File: src/rtl/llr_node_stage.sv
// Polar SC decoder LLR stage: f-node (min-sum) / g-node (sum/diff),
// saturated, two-stage valid/ready pipeline with frame-last tagging.
module llr_node_stage #(
   parameter int W       = 8,
   parameter int N_PAIRS = 16,
   parameter int CNT_W   = 16
) (
   input  logic             clk,
   input  logic             rst,
   input  logic             in_valid,
   output logic             in_ready,
   input  logic [W-1:0]     llr_a,
   input  logic [W-1:0]     llr_b,
   input  logic             mode,
   input  logic             u_bit,
   output logic             out_valid,
   input  logic             out_ready,
   output logic [W-1:0]     llr_out,
   output logic             out_last,
   output logic [CNT_W-1:0] sat_cnt
);

   localparam int PW = (N_PAIRS > 1) ? $clog2(N_PAIRS) : 1;
   localparam logic [W-1:0] MAXP = {1'b0, {(W-1){1'b1}}};
   localparam logic [W-1:0] MINN = {1'b1, {(W-1){1'b0}}};
   localparam logic signed [W:0] GMAX = (W+1)'(2**(W-1) - 1);
   localparam logic signed [W:0] GMIN = -GMAX;
   localparam logic [PW-1:0] LAST_IDX = PW'(N_PAIRS - 1);

   logic en;
   logic acc;

   assign en       = !out_valid || out_ready;
   assign in_ready = en;
   assign acc      = in_valid && en;

   // magnitude with the most-negative code clamped to the positive max
   function automatic logic [W-1:0] mag(input logic [W-1:0] v);
      if (v == MINN)
         return MAXP;
      else if (v[W-1])
         return -v;
      else
         return v;
   endfunction

   logic signed [W:0] a_x;
   logic signed [W:0] b_x;
   logic signed [W:0] sum_d;
   logic signed [W:0] diff_d;
   logic              clf_d;
   logic [PW-1:0]     pcnt;
   logic              last_d;

   assign a_x    = {llr_a[W-1], llr_a};
   assign b_x    = {llr_b[W-1], llr_b};
   assign sum_d  = b_x + a_x;
   assign diff_d = b_x - a_x;
   assign clf_d  = (llr_a == MINN) || (llr_b == MINN);
   assign last_d = (pcnt == LAST_IDX);

   logic              s1_v;
   logic signed [W:0] s1_sum;
   logic signed [W:0] s1_diff;
   logic [W-1:0]      s1_ma;
   logic [W-1:0]      s1_mb;
   logic              s1_clf;
   logic              s1_sgn;
   logic              s1_mode;
   logic              s1_u;
   logic              s1_last;

   logic signed [W:0] g_v;
   logic              g_hi;
   logic              g_lo;
   logic [W-1:0]      g_res;
   logic [W-1:0]      f_m;
   logic [W-1:0]      f_res;
   logic [W-1:0]      res;
   logic              clamp;

   always_comb begin
      g_v   = s1_u ? s1_diff : s1_sum;
      g_hi  = g_v > GMAX;
      g_lo  = g_v < GMIN;
      g_res = g_v[W-1:0];
      if (g_hi)
         g_res = MAXP;
      else if (g_lo)
         g_res = -MAXP;
      f_m   = (s1_ma < s1_mb) ? s1_ma : s1_mb;
      f_res = s1_sgn ? -f_m : f_m;
      res   = s1_mode ? g_res : f_res;
      clamp = s1_mode ? (g_hi || g_lo) : s1_clf;
   end

   always_ff @(posedge clk) begin
      if (rst) begin
         pcnt      <= '0;
         s1_v      <= 1'b0;
         s1_sum    <= '0;
         s1_diff   <= '0;
         s1_ma     <= '0;
         s1_mb     <= '0;
         s1_clf    <= 1'b0;
         s1_sgn    <= 1'b0;
         s1_mode   <= 1'b0;
         s1_u      <= 1'b0;
         s1_last   <= 1'b0;
         out_valid <= 1'b0;
         llr_out   <= '0;
         out_last  <= 1'b0;
         sat_cnt   <= '0;
      end else if (en) begin
         s1_v <= in_valid;
         if (acc) begin
            pcnt    <= last_d ? '0 : pcnt + 1'b1;
            s1_sum  <= sum_d;
            s1_diff <= diff_d;
            s1_ma   <= mag(llr_a);
            s1_mb   <= mag(llr_b);
            s1_clf  <= clf_d;
            s1_sgn  <= llr_a[W-1] ^ llr_b[W-1];
            s1_mode <= mode;
            s1_u    <= u_bit;
            s1_last <= last_d;
         end
         out_valid <= s1_v;
         if (s1_v) begin
            llr_out  <= res;
            out_last <= s1_last;
            if (clamp && (sat_cnt != '1))
               sat_cnt <= sat_cnt + 1'b1;
         end
      end
   end

endmodule

File: config.mk
export PLATFORM = sky130hd
export DESIGN_NAME = llr_node_stage
export DESIGN_NICKNAME = d
export VERILOG_FILES = /design/src/rtl/llr_node_stage.sv
export SDC_FILE = /design/constraint.sdc
export NUM_CORES = 1
export LEC_CHECK = 0
export ABC_AREA = 1
export CAP_MARGIN = 20
export CORE_MARGIN = 2
export CORE_UTILIZATION = 35
export DETAILED_ROUTE_END_ITERATION = 16
export GPL_ROUTABILITY_DRIVEN = 0
export GPL_TIMING_DRIVEN = 1
export PLACE_DENSITY_LB_ADDON = 0.12
export SYNTH_ARGS = -nofsm -noshare
export SYNTH_HDL_FRONTEND = slang
export SYNTH_SLANG_ARGS = --single-unit
File: constraint.sdc
create_clock -name clk -period 2.55 [get_ports clk]
set_input_delay 0.51 -clock clk [delete_from_list [all_inputs] [get_ports clk]]
set_output_delay 0.51 -clock clk [all_outputs]
set_load 0.02 [all_outputs]
==> reports/metrics.yaml, run 1 <==
run_status:
  status: "complete, no violations"
critical_path:
  r2r_cells: 14
  ff2ff_setup_slack_ps: 170
  cp.required_ps: 2040
  path_max_fanout: 3
  crit_path_end: "in_ready"
  r2r-end: "llr_out[7]$_SDFFE_PP0P_"
  setup.worst_path.start: "out_ready"
  start_kind: "input pin"
  critPathKind: "in2out"
  end_kind: "primary output"
  reg2reg_from: "s1_mb[5]$_SDFFE_PP0P_"
  cp.arrival_ps: 1880
global_route:
  grt_overflow_total: 0
  antenna_found_initial: 0
  first_global_vias: 3962
  grt_use_total_pct: 18.2
  grt_max_degree: 33
  grt_pass1_wl_um: 19100
drt:
  drtIter0Drc: 217
  antenna_left: 0
  routedWlPerCell_um: 13.2
  drc: 0
  dr.pass1.iters: 5
  routed_wl_um: 11500
  viasPerCell: 4.72
  vias: 4120
sta:
  rsz0062_at_grt: "no"
  finClkSkew_ps: 9.73
  setup_violations: 0
  slew_headroom_pct: 64.4
  worst_pin_slew_ps: 530
  fin_crit_ps: 2390
  fin_crit_sh_pct: 93.8
  hold_viol: 0
  clock.fmax_mhz: 418
  maxSlewViolCount: 0
synthesis:
  synth.largest_area_cell: "dfxtp_1"
  synth-simple-area-share_pct: 25.7
  synthArstFlopShare_pct: 0
  synth.area.mux_share_pct: 0.228
  yosys.area.top_type_share_pct: 31.5
  yosysSeqAreaShare_pct: 31.5
  ys_ff_latch: 69
  syn-instance-count: 615
  synth.distinct_cells: 50
  synth-compound-area-share_pct: 18.0
  synth_top_family_by_area: "simple AND/OR/NAND/NOR gates"
  syn-num-nets: 666
  syn_area_mm2: 0.00439
  synth.area.top_cells: "dfxtp_1, nand2_1, inv_1"
  avgSynthCellArea_um2: 7.14
  yosys.area_share.adder_pct: 8.61
  ys.warnings.count: 0
  synth_edf_count: 0
  synth_xor_area_share_pct: 4.79
  synth_ff_type: "dfxtp_1"
finish:
  instances_no_fill: 873
  layout_commonest_cell: "nand2_1"
  n_antenna_cell: 0
  nets: 751
  area_growth_pct: 28.7
  layout_common_cells: "nand2_1, inv_1, dfxtp_1"
  fin_util_pct: 46.7
  drive_gt1_share_pct: 13.8
floorplanning:
  ios: 49
  die_h_um: 116
  die_w_um: 116
  core_area_mm2: 0.0121
  core.rowCount: 40
  die_area_mm2: 0.0135
  start_util_pct: 36.2
min_path:
  hp-class: "reg2reg"
job:
  maxCapViolations: 0
power_and_ir_drop:
  peakVddDrop_mv: 0.253
  leakagePower_uw: 0.00254
  powerDensity_mw_per_mm2: 600
clock_tree:
  tritoncts: "yes"
  clkSinkCount: 69
  htreeDepth: 3
  postCtsHoldBufs: 0
  cts-buffers-inserted: 9
  cts-root-buf: "clkbuf_16"
  clock_path_buffers: 2
  clkLatencyLatePin_ps: 340
  path_clk_slew_ps: 60
placement:
  dp_cells: 853
  detailed_place_hpwl_um: 8880
  portBuffers: 48
-- sequential cells by signal, indices dropped and copies added, names as in the netlist --
signal,count
llr_out,8
s1_clf,1
s1_sgn,1
s1_mb,8
out_last,1
sat_cnt,16
pcnt,4
s1_v,1
s1_diff,8
s1_sum,9
s1_last,1
s1_u,1
out_valid,1
s1_mode,1
s1_ma,8
-- layer usage --
layer / global-route usage [%] / wire [um] / up-vias / part of all wire [%]
met4: 6.19 / 153 / 0 / 1.3
met1: 25.3 / 5920 / 1872 / 51
li1: - / - / 2188 / -
met5: 0 / 0 / - / 0
met2: 28.8 / 5090 / 49 / 44
met3: 3.09 / 370 / 11 / 3.2
-- per-stage QoR --
step | hold WS (ps) | total power, uW | setup slack (ps) | cell area [um^2] | TNS [ps]
after floorplan | 446 | 1750 | 421 | 4390 | 0
after global placement | 467 | 2020 | -163 | 5280 | -754
after detailed placement | 470 | 2030 | -275 | 5280 | -1350
after CTS | 478 | 3390 | 81.9 | 5600 | 0
after global routing | 505 | 3580 | 0.472 | 5650 | 0
final | 474 | 3390 | 158 | 5650 | 0
-- Yosys cell counts (4+ instances only) --
cell / instances
a21oi_1: 51
a21oi_2: 4
a31oi_1: 7
clkbuf_1: 13
dfxtp_1: 69
ha_1: 27
inv_1: 102
nand2_1: 108
nand2_2: 9
nand2_4: 4
nand3_1: 23
nand3b_1: 6
nand4_1: 4
nor2_1: 39
nor3_1: 15
o21ai_0: 56
o221ai_1: 8
xor2_1: 21
-- report_power, final --
group | internal [uW] | switching, uW
clock | 886 | 468
sequential | 1150 | 48.8
combinational | 341 | 497
total | 2380 | 1010
-- final cells by class --
cell class	count	area, um^2
fill	1248	6460
clock buffer	13	250
timing repair buffer	91	803
sequential	69	1380
multi-input combinational	423	2530
clock inverter	3	68.8
tap	168	210
inverter	106	403
-- worst max-delay path: stages --
cell and delay (ps):
clkdlybuf4s50_1 420, nor2_2 280, inv_1 120, clkdlybuf4s50_1 560
-- what timing repair did --
item,4_1_cts,5_1_grt
gates resized for setup,0,8
setup endpoints to repair,0,6
buffers inserted,0,4
-- cell families after synthesis --
| family | Yosys count |
|---|---|
| muxes | 1 |
| xor gates and xnor gates | 24 |
| DFF | 69 |
| AOI/OAI and AO/OA | 139 |
| and+or+nand+nor | 230 |
| adders and majority gates | 29 |
| buffers and inverters | 123 |
-- worst min-delay path by stage --
stage	end	cells past startpoint	from	slack, ps
final	s1_sum[2]$_SDFFE_PP0P_	2	s1_sum[2]$_SDFFE_PP0P_	470
after global routing	s1_sum[2]$_SDFFE_PP0P_	2	s1_sum[2]$_SDFFE_PP0P_	510
after CTS	s1_v$_SDFFE_PP0N_	2	s1_v$_SDFFE_PP0N_	480
after detailed placement	s1_v$_SDFFE_PP0N_	2	s1_v$_SDFFE_PP0N_	470
after global placement	s1_v$_SDFFE_PP0N_	2	s1_v$_SDFFE_PP0N_	470
after floorplan	s1_last$_SDFFE_PP0P_	2	s1_last$_SDFFE_PP0P_	450
No activity file was read; power rests on OpenSTA's default activity.
==> run 2, diff against run 1 <==
CORE_ASPECT_RATIO = 0.6   (was default)
PLACE_DENSITY = 0.61   (was default)
PLACE_DENSITY_LB_ADDON = default   (was 0.12)
==> reports/metrics.yaml, run 2 (same netlist as run 1, synthesis figures left out) <==
sta:
  fin_ws_ps: 120
  rsz0062_at_grt: "yes"
  slew_headroom_pct: 59.8
  setup_violations: 0
  clock.fmax_mhz: 411
  maxSlewViolCount: 0
  worst_pin_slew_ps: 598
  fin_crit_sh_pct: 95.3
  fin_crit_ps: 2430
  finClkSkew_ps: 7.12
  hold_viol: 0
power_and_ir_drop:
  powerDensity_mw_per_mm2: 576
  peakVddDrop_mv: 0.347
  pwr-share-seq_pct: 37.0
  p_sw_uw: 990
  leakagePower_uw: 0.00252
  fin_total_pwr_uw: 3240
  intPower_uw: 2250
  combPwrFrac_pct: 25.9
  p_clk_share_pct: 37.1
  swShare_pct: 30.6
clock_tree:
  postCtsHoldBufs: 0
  clkLatencyLatePin_ps: 330
  tritoncts: "yes"
  clock_path_buffers: 2
  clkSinkCount: 69
  path_clk_slew_ps: 50
  cts_resized: 0
  cts-buffers-inserted: 9
  htreeDepth: 3
  post_cts_buffers: 0
  cts-root-buf: "clkbuf_16"
critical_path:
  path_max_fanout: 3
  end_kind: "primary output"
  start_kind: "input pin"
  crit_family: "buffers and inverters"
  crit_top_cell: "clkdlybuf4s50_1"
  cp_slowest_stage_delay_ps: 570
  cpMaxStageDelayCell: "clkdlybuf4s50_1"
  critPathKind: "in2out"
  worst-path-buf-inv: 3
  cp.required_ps: 2040
  worstPathCellList: "clkdlybuf4s50_1 -> nor2_2 -> inv_1 -> clkdlybuf4s50_1"
  cp.arrival_ps: 1920
placement:
  detailed_place_hpwl_um: 9670
  pre_cts_slack_ps: -241
  dp_cells: 851
  portBuffers: 48
run_status:
  status: "complete, no violations"
global_route:
  grt_max_degree: 38
  first_global_vias: 4044
  grt_pass1_wl_um: 20300
  antenna_found_initial: 0
  grt_overflow_total: 0
  grt_use_total_pct: 18.8
floorplanning:
  core.rowCount: 31
  start_util_pct: 36.2
  die_area_mm2: 0.0135
  ios: 49
  die_h_um: 90.7
  core_area_mm2: 0.0121
  die_w_um: 149
drt:
  routedWlPerCell_um: 14.2
  drc: 0
  dr.pass1.iters: 4
  vias: 4252
  routed_wl_um: 12300
  drtIter0Drc: 348
  viasPerCell: 4.90
  antenna_left: 0
job:
  maxCapViolations: 0
finish:
  nets: 748
  area_growth_pct: 27.9
  layout_commonest_cell: "nand2_1"
  drive_gt1_share_pct: 13.2
  n_antenna_cell: 0
  instances_no_fill: 867
  largest_register_ff_count: 16
  layout_common_cells: "nand2_1, inv_1, dfxtp_1"
  top_register: "sat_cnt"
  nFillCells: 1173
  top_regs: "sat_cnt (16), s1_sum (9)"
min_path:
  hp-class: "reg2reg"
[run 2: stage by stage]
step,setup TNS (ps),utilization [%],area (um^2),hold slack (ps)
after CTS,0,46.0,5590,474
after global placement,-818,43.6,5300,457
after detailed placement,-1220,43.6,5300,467
final,0,46.3,5620,473
after floorplan,0,-,4390,446
after global routing,-40.4,46.3,5620,499
[run 2: worst reg2reg max path, cell delays in order, from the launching register on]
cell,delay [ps]
dfxtp_1,340
inv_1,60
ha_1,290
a21oi_1,140
nor2_1,80
nor3_4,280
nand2_2,190
nand2_1,110
nand2_2,80
nand2_2,110
nor2_4,50
nand3b_1,110
nand2_1,60
nand2_1,70
nand3_1,100
a21oi_1,150
[run 2: path summary, 6_finish.rpt]
check,startpoint,end,slack (ps),depth (start not counted)
max,out_ready,in_ready,120,4
min,s1_v$_SDFFE_PP0N_,s1_v$_SDFFE_PP0N_,470,2
max reg2reg,s1_mb[5]$_SDFFE_PP0P_,llr_out[6]$_SDFFE_PP0P_,240,15
min reg2reg,s1_v$_SDFFE_PP0N_,s1_v$_SDFFE_PP0N_,470,2
[run 2: final cells by class]
| type | instances | area, um^2 | area share (%) |
|---|---|---|---|
| multi-input combinational | 423 | 2540 | 45.2 |
| sequential | 69 | 1380 | 24.6 |
| timing repair buffer | 88 | 793 | 14.1 |
| inverter | 106 | 403 | 7.17 |
| clock buffer | 16 | 292 | 5.19 |
| tap | 165 | 206 | 3.68 |
[run 2: per-layer routing]
layer  wire (um)  vias to the layer above  GRT usage, %
met1        6040                     1964          26.8
met3        1030                        7          6.36
met5           0                        -             0
met4          63                        0          4.05
met2        5170                      102          27.5
li1            -                     2179             -
[run 2: power groups by stage]
stage	clock, uW	sequential (uW)	combinational [uW]
after floorplan	0	1220	527
after detailed placement	0	1220	817
after global routing	1280	1210	935
final	1200	1200	838
after global placement	0	1220	798
after CTS	1230	1200	820
